`config.mk`:
```
export PLATFORM = sky130hd
export DESIGN_NAME = bg_lock_monitor
export DESIGN_NICKNAME = d
export VERILOG_FILES = /design/src/rtl/bg_lock_monitor.sv
export SDC_FILE = /design/constraint.sdc
export NUM_CORES = 1
export LEC_CHECK = 0
export ABC_AREA = 1
export CELL_PAD_IN_SITES_DETAIL_PLACEMENT = 1
export CELL_PAD_IN_SITES_GLOBAL_PLACEMENT = 2
export CORE_MARGIN = 2
export CORE_UTILIZATION = 36
export DETAILED_ROUTE_END_ITERATION = 10
export PLACE_DENSITY = 0.94
export SETUP_SLACK_MARGIN = 0.05
export SKIP_CTS_REPAIR_TIMING = 1
export SYNTH_ARGS = -nofsm -noshare
export SYNTH_HDL_FRONTEND = slang
export SYNTH_SLANG_ARGS = --single-unit
export TNS_END_PERCENT = 50
```
`constraint.sdc`:
```
create_clock -name clk -period 4.3 [get_ports clk]
set_input_delay 1.075 -clock clk [delete_from_list [all_inputs] [get_ports clk]]
set_output_delay 1.075 -clock clk [all_outputs]
set_load 0.02 [all_outputs]
```
`src/rtl/bg_lock_monitor.sv`:
```
// Bandgap lock monitor: integrates sequencer source/sink corrections into a
// signed trim code, grades fixed windows of activity and declares lock.
module bg_lock_monitor #(
    parameter int CODE_W   = 8,
    parameter int WIN_W    = 10,
    parameter int WIN_CYC  = 512,
    parameter int LOCK_TOL = 1,
    parameter int LOCK_N   = 4
) (
    input  logic              clk,
    input  logic              reset,
    input  logic              setup_bias,
    input  logic              src_n,
    input  logic              snk,
    output logic [CODE_W-1:0] code,
    output logic [WIN_W:0]    win_net,
    output logic              win_done,
    output logic              locked,
    output logic              fault
);

    localparam int NET_W = WIN_W + 1;
    localparam int STK_W = $clog2(LOCK_N + 1);

    localparam logic [1:0] S_IDLE   = 2'd0;
    localparam logic [1:0] S_TRACK  = 2'd1;
    localparam logic [1:0] S_LOCKED = 2'd2;
    localparam logic [1:0] S_FAULT  = 2'd3;

    localparam logic signed [CODE_W-1:0] CODE_MAX = {1'b0, {(CODE_W-1){1'b1}}};
    localparam logic signed [CODE_W-1:0] CODE_MIN = {1'b1, {(CODE_W-1){1'b0}}};
    localparam logic signed [NET_W-1:0]  NET_MAX  = {1'b0, {(NET_W-1){1'b1}}};
    localparam logic signed [NET_W-1:0]  NET_MIN  = {1'b1, {(NET_W-1){1'b0}}};
    localparam logic signed [NET_W-1:0]  TOL_HI   = NET_W'(LOCK_TOL);
    localparam logic signed [NET_W-1:0]  TOL_LO   = NET_W'(-LOCK_TOL);
    localparam logic [WIN_W-1:0]         WIN_LAST = WIN_W'(WIN_CYC - 1);
    localparam logic [STK_W-1:0]         STK_FULL = STK_W'(LOCK_N);

    logic                     src_q;
    logic                     snk_q;
    logic [1:0]               state_q,    state_d;
    logic signed [CODE_W-1:0] code_q,     code_d;
    logic signed [NET_W-1:0]  net_q,      net_d;
    logic signed [NET_W-1:0]  win_net_q,  win_net_d;
    logic                     win_done_q, win_done_d;
    logic [WIN_W-1:0]         win_cnt_q,  win_cnt_d;
    logic [STK_W-1:0]         streak_q,   streak_d;

    logic                     up;
    logic                     dn;
    logic                     both;
    logic                     win_last;
    logic                     quiet;
    logic signed [CODE_W-1:0] code_nx;
    logic signed [NET_W-1:0]  net_nx;
    logic [STK_W-1:0]         streak_inc;

    assign up       = src_n & ~src_q;
    assign dn       = snk & ~snk_q;
    assign both     = up & dn;
    assign win_last = (win_cnt_q == WIN_LAST);

    // Saturating step of the trim code and the window net count.
    always_comb begin
        code_nx = code_q;
        net_nx  = net_q;
        if (up && !dn) begin
            if (code_q != CODE_MAX) code_nx = code_q + CODE_W'(1);
            if (net_q != NET_MAX)   net_nx  = net_q + NET_W'(1);
        end else if (dn && !up) begin
            if (code_q != CODE_MIN) code_nx = code_q - CODE_W'(1);
            if (net_q != NET_MIN)   net_nx  = net_q - NET_W'(1);
        end
    end

    // Window grading: quiet test on the final net and the capped streak.
    always_comb begin
        quiet      = (net_nx <= TOL_HI) && (net_nx >= TOL_LO);
        streak_inc = (streak_q == STK_FULL) ? streak_q
                                            : streak_q + STK_W'(1);
    end

    // Next-state logic for the monitor FSM and its datapath.
    always_comb begin
        state_d    = state_q;
        code_d     = code_q;
        net_d      = net_q;
        win_net_d  = win_net_q;
        win_done_d = 1'b0;
        win_cnt_d  = win_cnt_q;
        streak_d   = streak_q;
        case (state_q)
            S_IDLE: begin
                win_cnt_d = '0;
                net_d     = '0;
                streak_d  = '0;
                if (both) begin
                    state_d = S_FAULT;
                end else if (!setup_bias) begin
                    state_d = S_TRACK;
                end
            end
            S_TRACK, S_LOCKED: begin
                if (both) begin
                    state_d = S_FAULT;
                end else if (setup_bias) begin
                    state_d   = S_IDLE;
                    win_cnt_d = '0;
                    net_d     = '0;
                    streak_d  = '0;
                end else begin
                    code_d = code_nx;
                    if (win_last) begin
                        win_net_d  = net_nx;
                        win_done_d = 1'b1;
                        net_d      = '0;
                        win_cnt_d  = '0;
                        if (quiet) begin
                            streak_d = streak_inc;
                            if (streak_inc == STK_FULL) state_d = S_LOCKED;
                        end else begin
                            streak_d = '0;
                            state_d  = S_TRACK;
                        end
                    end else begin
                        net_d     = net_nx;
                        win_cnt_d = win_cnt_q + WIN_W'(1);
                    end
                end
            end
            S_FAULT: begin
                state_d = S_FAULT;
            end
            default: begin
                state_d = S_IDLE;
            end
        endcase
    end

    // Input history for rising-edge detection, sampled every cycle.
    always_ff @(posedge clk or posedge reset) begin
        if (reset) begin
            src_q <= 1'b0;
            snk_q <= 1'b0;
        end else begin
            src_q <= src_n;
            snk_q <= snk;
        end
    end

    // FSM and datapath registers.
    always_ff @(posedge clk or posedge reset) begin
        if (reset) begin
            state_q    <= S_IDLE;
            code_q     <= '0;
            net_q      <= '0;
            win_net_q  <= '0;
            win_done_q <= 1'b0;
            win_cnt_q  <= '0;
            streak_q   <= '0;
        end else begin
            state_q    <= state_d;
            code_q     <= code_d;
            net_q      <= net_d;
            win_net_q  <= win_net_d;
            win_done_q <= win_done_d;
            win_cnt_q  <= win_cnt_d;
            streak_q   <= streak_d;
        end
    end

    assign code     = code_q;
    assign win_net  = win_net_q;
    assign win_done = win_done_q;
    assign locked   = (state_q == S_LOCKED);
    assign fault    = (state_q == S_FAULT);

endmodule
```
==> impl_metrics.env, run 1 <==
export IMPL_critical_path_endpoint_type="register"
export IMPL_drt_pass1_iterations=4
export IMPL_finalWirelength_um=9580
export IMPL_num_rows=34
export IMPL_root_buffer="clkbuf_8"
export IMPL_nNetsFinal=500
export IMPL_power_total_w=0.000895
export IMPL_max_cap_violations=0
export IMPL_p_leak_nw=1.89
export IMPL_swShare=0.292
export IMPL_power_switching_w=0.000262
export IMPL_synth_warnings=0
export IMPL_slew_violations=0
export IMPL_fmax_ghz=0.281
export IMPL_cts_buffers=5
export IMPL_synthTopCellsByArea="dfrtp_1, nand2_1, ha_1"
export IMPL_setup_tns_ns=0
export IMPL_route_detailed_drc=0
export IMPL_synthTopCellsByCount="nand2_1, inv_1, dfrtp_1, nand3_1, nor2_1"
export IMPL_setup_violations=0
export IMPL_num_antenna_cells=0
export IMPL_fill_cells=1130
export IMPL_dp_final_hpwl_um=7280
export IMPL_htreeDepth=2
export IMPL_clock_skew_ns=0.0119
export IMPL_power_frac_comb=0.133
export IMPL_syn_area_per_cell_um2=7.32
export IMPL_yosys_area_top_type="dfrtp_1"
export IMPL_cp_max_fo=7
export IMPL_clkSinkCount=48
export IMPL_fp_dieW_um=99.7
export IMPL_period_share=0.828
export IMPL_die_area_um2=9940
export IMPL_pre_cts_ws_ns=0.390
export IMPL_io_pins=27
export IMPL_clk_pin_slew_ns=0.10
export IMPL_avgViaCountPerCell=5.37
export IMPL_yosys_cell_types_count=39
export IMPL_worst_hold_path_type="register to register"
export IMPL_syn_area_um2=3300
export IMPL_hold_violations=0
export IMPL_finalWorstSetupSlack_ns=0.741
export IMPL_power_density_nw_per_um2=238
export IMPL_drtAntennaViolNets=0
export IMPL_yosysMostFrequentCell="nand2_1"
export IMPL_synth_top_area_frac=0.364
export IMPL_cts_tree="built"
export IMPL_io_buffers=26
export IMPL_ys_seq_area_frac=0.364
export IMPL_antenna_found_initial=0
export IMPL_fin_area_um2=3760
export IMPL_grt_max_degree=30
export IMPL_worstSkewPairLatency_ns=0.32
export IMPL_drive_gt1_frac=0.0900
export IMPL_syn_inst=450
export IMPL_coreArea_um2=8810
export IMPL_tightest_slew_ns=0.733
export IMPL_drtIter0Drc=123
export IMPL_num_vias=3144
export IMPL_async_flop_share=1.00
export IMPL_area_growth_syn_to_layout_pct=14.2
export IMPL_syn_nets=473
export IMPL_ys_ff_latch=48
export IMPL_fin_crit_ns=3.56
export IMPL_synth_edff_count=0
export IMPL_worst_setup_path_type="input port to register"
export IMPL_status="completed"
export IMPL_synth_ff_type="dfrtp_1"
export IMPL_clk_path_buf_depth=2
export IMPL_slew_headroom=0.510
export IMPL_gp_congestion=0.863
export IMPL_placed_cell_area_um2=3670
export IMPL_finalCoreUtilization=0.428
export IMPL_grt_pass1_vias=3343
export IMPL_power_share_clock=0.347
export IMPL_multi_input_area_um2=1820
export IMPL_cp_start_kind="input port"
export IMPL_start_util=0.374
export IMPL_vdd_drop_max_mv=0.145
export IMPL_overflow=0
export IMPL_detail_route_wl_per_cell_um=16.4
export IMPL_seqPwrFrac=0.519
export IMPL_crit_arrival_ns=3.80
export IMPL_die_h_um=99.7
export IMPL_register_area_um2=1200
export IMPL_intPower_w=0.000633
export IMPL_grt_pass1_wl_um=16200
export IMPL_rsz0062_at_grt="no"
export IMPL_cp_required_ns=4.54
export IMPL_grt_total_usage=0.203
[power by group through the flow]
| stage | Clock [W] | Combinational, W | Sequential [W] |
|---|---|---|---|
| finish | 0.000311 | 0.000119 | 0.000465 |
| detailed placement | 0 | 0.000120 | 0.000474 |
| global route | 0.000332 | 0.000133 | 0.000466 |
| floorplan | 0 | 0.0000731 | 0.000478 |
| global placement | 0 | 0.000116 | 0.000473 |
| CTS | 0.000314 | 0.000121 | 0.000465 |
[stage by stage]
step | hold WS [ns] | std cells
6_report | 0.492 | 586
5_1_grt | 0.539 | 586
4_1_cts | 0.497 | 586
3_5_place_dp | 0.474 | 578
3_3_place_gp | 0.464 | 578
2_1_floorplan | 0.497 | 450
[metal layers]
layer / wire length [um] / track usage / vias to the layer above
met3: 387 / 0.0351 / 10
met4: 141 / 0.0548 / 0
li1: - / - / 1527
met2: 4650 / 0.350 / 67
met5: 0 / 0 / -
met1: 4400 / 0.264 / 1540
[flip-flops by register name (all words and copies together), names as in the netlist, 2 cells and up]
name       cells
net_q         11
win_cnt_q     10
win_net       11
code           8
state_q        2
streak_q       3
[kinds of logic (layout without fill, tap and decap cells)]
family	after synthesis	in the layout	synth area share
and+or+nand+nor	249	249	0.353
adders and majority gates	18	18	0.0706
buffers and inverters	66	94	0.0824
AOI/OAI and AO/OA	57	57	0.0976
DFF	48	48	0.364
xor gates and xnor gates	12	12	0.0319
[critical path: stages]
cell and delay [ns]:
clkdlybuf4s50_1 0.50, inv_1 0.05, nor2_1 0.17, inv_1 0.07, ha_1 0.21, inv_1 0.21, ha_1 0.33, a21oi_1 0.16
nand2_1 0.09, a21oi_1 0.18, o21bai_1 0.10, nand2_1 0.09, nand2_1 0.05, a21oi_1 0.16, a21oi_1 0.09, o21ai_1 0.11
xor2_1 0.16
[area by class of cell]
| class | count | area share |
|---|---|---|
| Clock buffer | 6 | 0.0219 |
| Clock inverter | 2 | 0.00366 |
| Inverter | 55 | 0.0562 |
| Multi-Input combinational cell | 336 | 0.484 |
| Sequential cell | 48 | 0.319 |
| Tap cell | 108 | 0.0359 |
| Timing Repair Buffer | 31 | 0.0791 |
[cells in the final DEF, fill, tap and decap left out, types with 2 or more instances in the layout]
cell             netlist  routed
a21oi_1               13      13
buf_4                  0       5
clkbuf_8               0       6
clkdlybuf4s50_1        0      26
dfrtp_1               48      48
ha_1                  17      17
inv_1                 52      51
inv_2                  1       2
inv_4                  2       2
nand2_1              120     120
nand2_2               10      10
nand2_4                3       3
nand3_1               42      42
nand3b_1               2       2
nand4_1               10      10
nor2_1                35      35
nor2_2                 5       5
nor2_4                 2       2
nor3_1                11      11
nor4_1                 2       2
o21ai_0               21      21
o21ai_1                2       2
o22ai_1               15      15
xnor2_1                5       5
xor2_1                 7       7
[worst paths after layout]
kind	startpoint	endpoint	slack, ns	depth (start not counted)
setup / recovery	snk	code[7]$_DFFE_PP0P_	0.74	17
hold / removal	win_net[7]$_DFFE_PP0P_	win_net[7]$_DFFE_PP0P_	0.49	2
setup reg to reg	snk_q$_DFF_PP0_	code[7]$_DFFE_PP0P_	1.65	15
hold reg to reg	win_net[7]$_DFFE_PP0P_	win_net[7]$_DFFE_PP0P_	0.49	2
max in group asynchronous	reset	net_q[8]$_DFFE_PP0P_	2.44	3
min in group asynchronous	reset	streak_q[2]$_DFFE_PP0P_	1.15	2
(Power assumes the default switching activity.)
==> run 2, diff against run 1 <==
--- a/config.mk
+++ b/config.mk
@@ -9,9 +9,9 @@
 export CELL_PAD_IN_SITES_DETAIL_PLACEMENT = 1
 export CELL_PAD_IN_SITES_GLOBAL_PLACEMENT = 2
 export CORE_MARGIN = 2
-export CORE_UTILIZATION = 36
+export CORE_UTILIZATION = 31
 export DETAILED_ROUTE_END_ITERATION = 10
-export PLACE_DENSITY = 0.94
+export PLACE_DENSITY = 0.87
 export SETUP_SLACK_MARGIN = 0.05
 export SKIP_CTS_REPAIR_TIMING = 1
 export SYNTH_ARGS = -nofsm -noshare
==> constraint.sdc (replaced) <==
create_clock -name clk -period 3.1 [get_ports clk]
set_input_delay 0.775 -clock clk [delete_from_list [all_inputs] [get_ports clk]]
set_output_delay 0.775 -clock clk [all_outputs]
set_load 0.02 [all_outputs]
==> run 2 against run 1 <==
Compared with the run above: total power rose by 54%; clock skew fell by 0.0022 ns; global-route usage is 1.9 points lower; design area increased by 9.9%; final cell count rose by 9.7%; critical path depth did not move; largest power group unchanged; highest routed layer unchanged.
==> impl_metrics.env, run 2 (synthesized netlist as in run 1, its figures left out) <==
export IMPL_status="completed"
export IMPL_r2r_slack_ns=0.62
export IMPL_root_buffer="clkbuf_8"
export IMPL_route_detailed_drc=0
export IMPL_worst_hold_path_endpoint="win_net[2]$_DFFE_PP0P_"
export IMPL_hold_violations=0
export IMPL_worstSkewPairLatency_ns=0.32
export IMPL_dp_final_hpwl_um=7420
export IMPL_avgViaCountPerCell=4.99
export IMPL_max_cap_violations=0
export IMPL_io_pins=27
export IMPL_grt_max_degree=27
export IMPL_clkSinkCount=48
export IMPL_fp_dieW_um=107
export IMPL_nNetsFinal=529
export IMPL_worst_setup_path_type="input port to register"
export IMPL_overflow=0
export IMPL_slew_violations=0
export IMPL_start_util=0.319
export IMPL_slew_headroom=0.644
export IMPL_finalCoreUtilization=0.401
export IMPL_drt_pass1_iterations=5
export IMPL_gp_congestion=0.843
export IMPL_layout_commonest_cell="nand2_1"
export IMPL_cp_start_kind="input port"
export IMPL_clk_path_buf_depth=2
export IMPL_drtIter0Drc=147
export IMPL_crit_arrival_ns=3.17
export IMPL_whs_ns=0.493
export IMPL_cp_required_ns=3.35
export IMPL_reg2reg_to="state_q[1]$_DFFE_PP0P_"
export IMPL_num_rows=37
export IMPL_layout_common_cells="nand2_1, inv_1, dfrtp_1"
export IMPL_detail_route_wl_per_cell_um=15.6
export IMPL_fin_crit_ns=2.93
export IMPL_setup_violations=0
export IMPL_htreeDepth=2
export IMPL_hold_start="win_net[2]$_DFFE_PP0P_"
export IMPL_die_area_um2=11500
export IMPL_cts_buffers=5
export IMPL_layout_cells_non_filler=643
export IMPL_critical_path_endpoint_type="register"
export IMPL_r2r_start="net_q[0]$_DFFE_PP0P_"
export IMPL_fill_cells=1260
export IMPL_drtAntennaViolNets=0
export IMPL_area_growth_syn_to_layout_pct=25.5
export IMPL_fmax_ghz=0.341
export IMPL_rr_worst_depth=18
export IMPL_finalWirelength_um=10000
export IMPL_antenna_found_initial=0
export IMPL_grt_total_usage=0.184
export IMPL_p_leak_nw=2.05
export IMPL_vdd_drop_max_mv=0.239
export IMPL_io_buffers=26
export IMPL_grt_pass1_wl_um=16600
export IMPL_period_share=0.945
export IMPL_dp_cells=635
export IMPL_rsz0062_at_grt="yes"
export IMPL_tightest_slew_ns=0.534
export IMPL_clock_skew_ns=0.00963
export IMPL_grt_pass1_vias=3377
export IMPL_power_density_nw_per_um2=333
export IMPL_clk_pin_slew_ns=0.09
export IMPL_cp_max_fo=4
export IMPL_coreArea_um2=10300
export IMPL_drive_gt1_frac=0.176
export IMPL_die_h_um=107
export IMPL_cts_tree="built"
export IMPL_worst_hold_path_type="register to register"
export IMPL_hold_path_depth=2
export IMPL_num_vias=3208
export IMPL_num_antenna_cells=0
run 2: cell count changes in the layout (fill, tap and decap cells not counted), sizes merged:
cell    before  now
clkbuf       6    7
inv         56   55
bufinv       0    1
clkinv       1    0
buf          5   34
run 2: through the flow:
stage / power, W / TNS (ns) / setup slack [ns] / instance area [um^2]
6_report: 0.00138 / 0 / 0.171 / 4140
5_1_grt: 0.00144 / -0.0143 / -0.0143 / 4140
4_1_cts: 0.00137 / 0 / 0.0363 / 4060
3_5_place_dp: 0.000859 / -1.27 / -0.295 / 3930
3_3_place_gp: 0.000849 / -0.390 / -0.0927 / 3930
2_1_floorplan: 0.000764 / 0 / 0.104 / 3300
run 2: layer usage:
layer | track usage | up-vias | part of all wire
li1 | - | 1586 | -
met1 | 0.230 | 1541 | 0.44
met2 | 0.325 | 68 | 0.50
met3 | 0.0249 | 13 | 0.035
met4 | 0.0603 | 0 | 0.018
met5 | 0 | - | 0
run 2: area by class of cell:
class                      instances  area [um^2]  area share
multi-input combinational        336         1900       0.458
clock inverter                     1         30.0     0.00726
tap                              136          170      0.0411
sequential                        48         1200       0.290
clock buffer                       7         96.3      0.0233
timing repair buffer              60          532       0.129
inverter                          55          211      0.0511
run 2: worst max-delay path, stage by stage:
cell,delay (ns)
clkdlybuf4s50_1,0.50
inv_1,0.07
nor2_2,0.11
inv_1,0.07
ha_2,0.20
inv_2,0.10
ha_4,0.22
a21oi_2,0.16
nand2_2,0.09
a21oi_2,0.11
o21bai_1,0.10
nand2_1,0.10
nand2_1,0.08
a21oi_2,0.18
a21oi_2,0.06
o21ai_1,0.09
xor2_1,0.16
run 2: worst max path at each step:
stage / cells after the start / endpoint / startpoint / slack, ns
after floorplan: 17 / code[7]$_DFFE_PP0P_ / snk / 0.10
after global placement: 17 / code[7]$_DFFE_PP0P_ / snk / -0.09
after detailed placement: 17 / code[7]$_DFFE_PP0P_ / snk / -0.30
after CTS: 17 / code[7]$_DFFE_PP0P_ / snk / 0.04
after global routing: 17 / code[7]$_DFFE_PP0P_ / snk / -0.01
final: 17 / code[7]$_DFFE_PP0P_ / snk / 0.17
run 2: report_power, final:
group | leakage [nW] | switching (W) | internal, W
Clock | 0.0645 | 0.000229 | 0.000285
Combinational | 1.44 | 0.000120 | 0.0000985
Sequential | 0.546 | 0.0000131 | 0.000634
==> run 3, diff against run 2 <==
--- a/config.mk
+++ b/config.mk
@@ -10,6 +10,7 @@
 export CELL_PAD_IN_SITES_GLOBAL_PLACEMENT = 2
 export CORE_MARGIN = 2
 export CORE_UTILIZATION = 31
+export CTS_CLUSTER_SIZE = 12
 export DETAILED_ROUTE_END_ITERATION = 10
 export PLACE_DENSITY = 0.87
 export SETUP_SLACK_MARGIN = 0.05
==> results of run 3 <==
The final DEF is identical to that of run 2; final timing and power are the same.
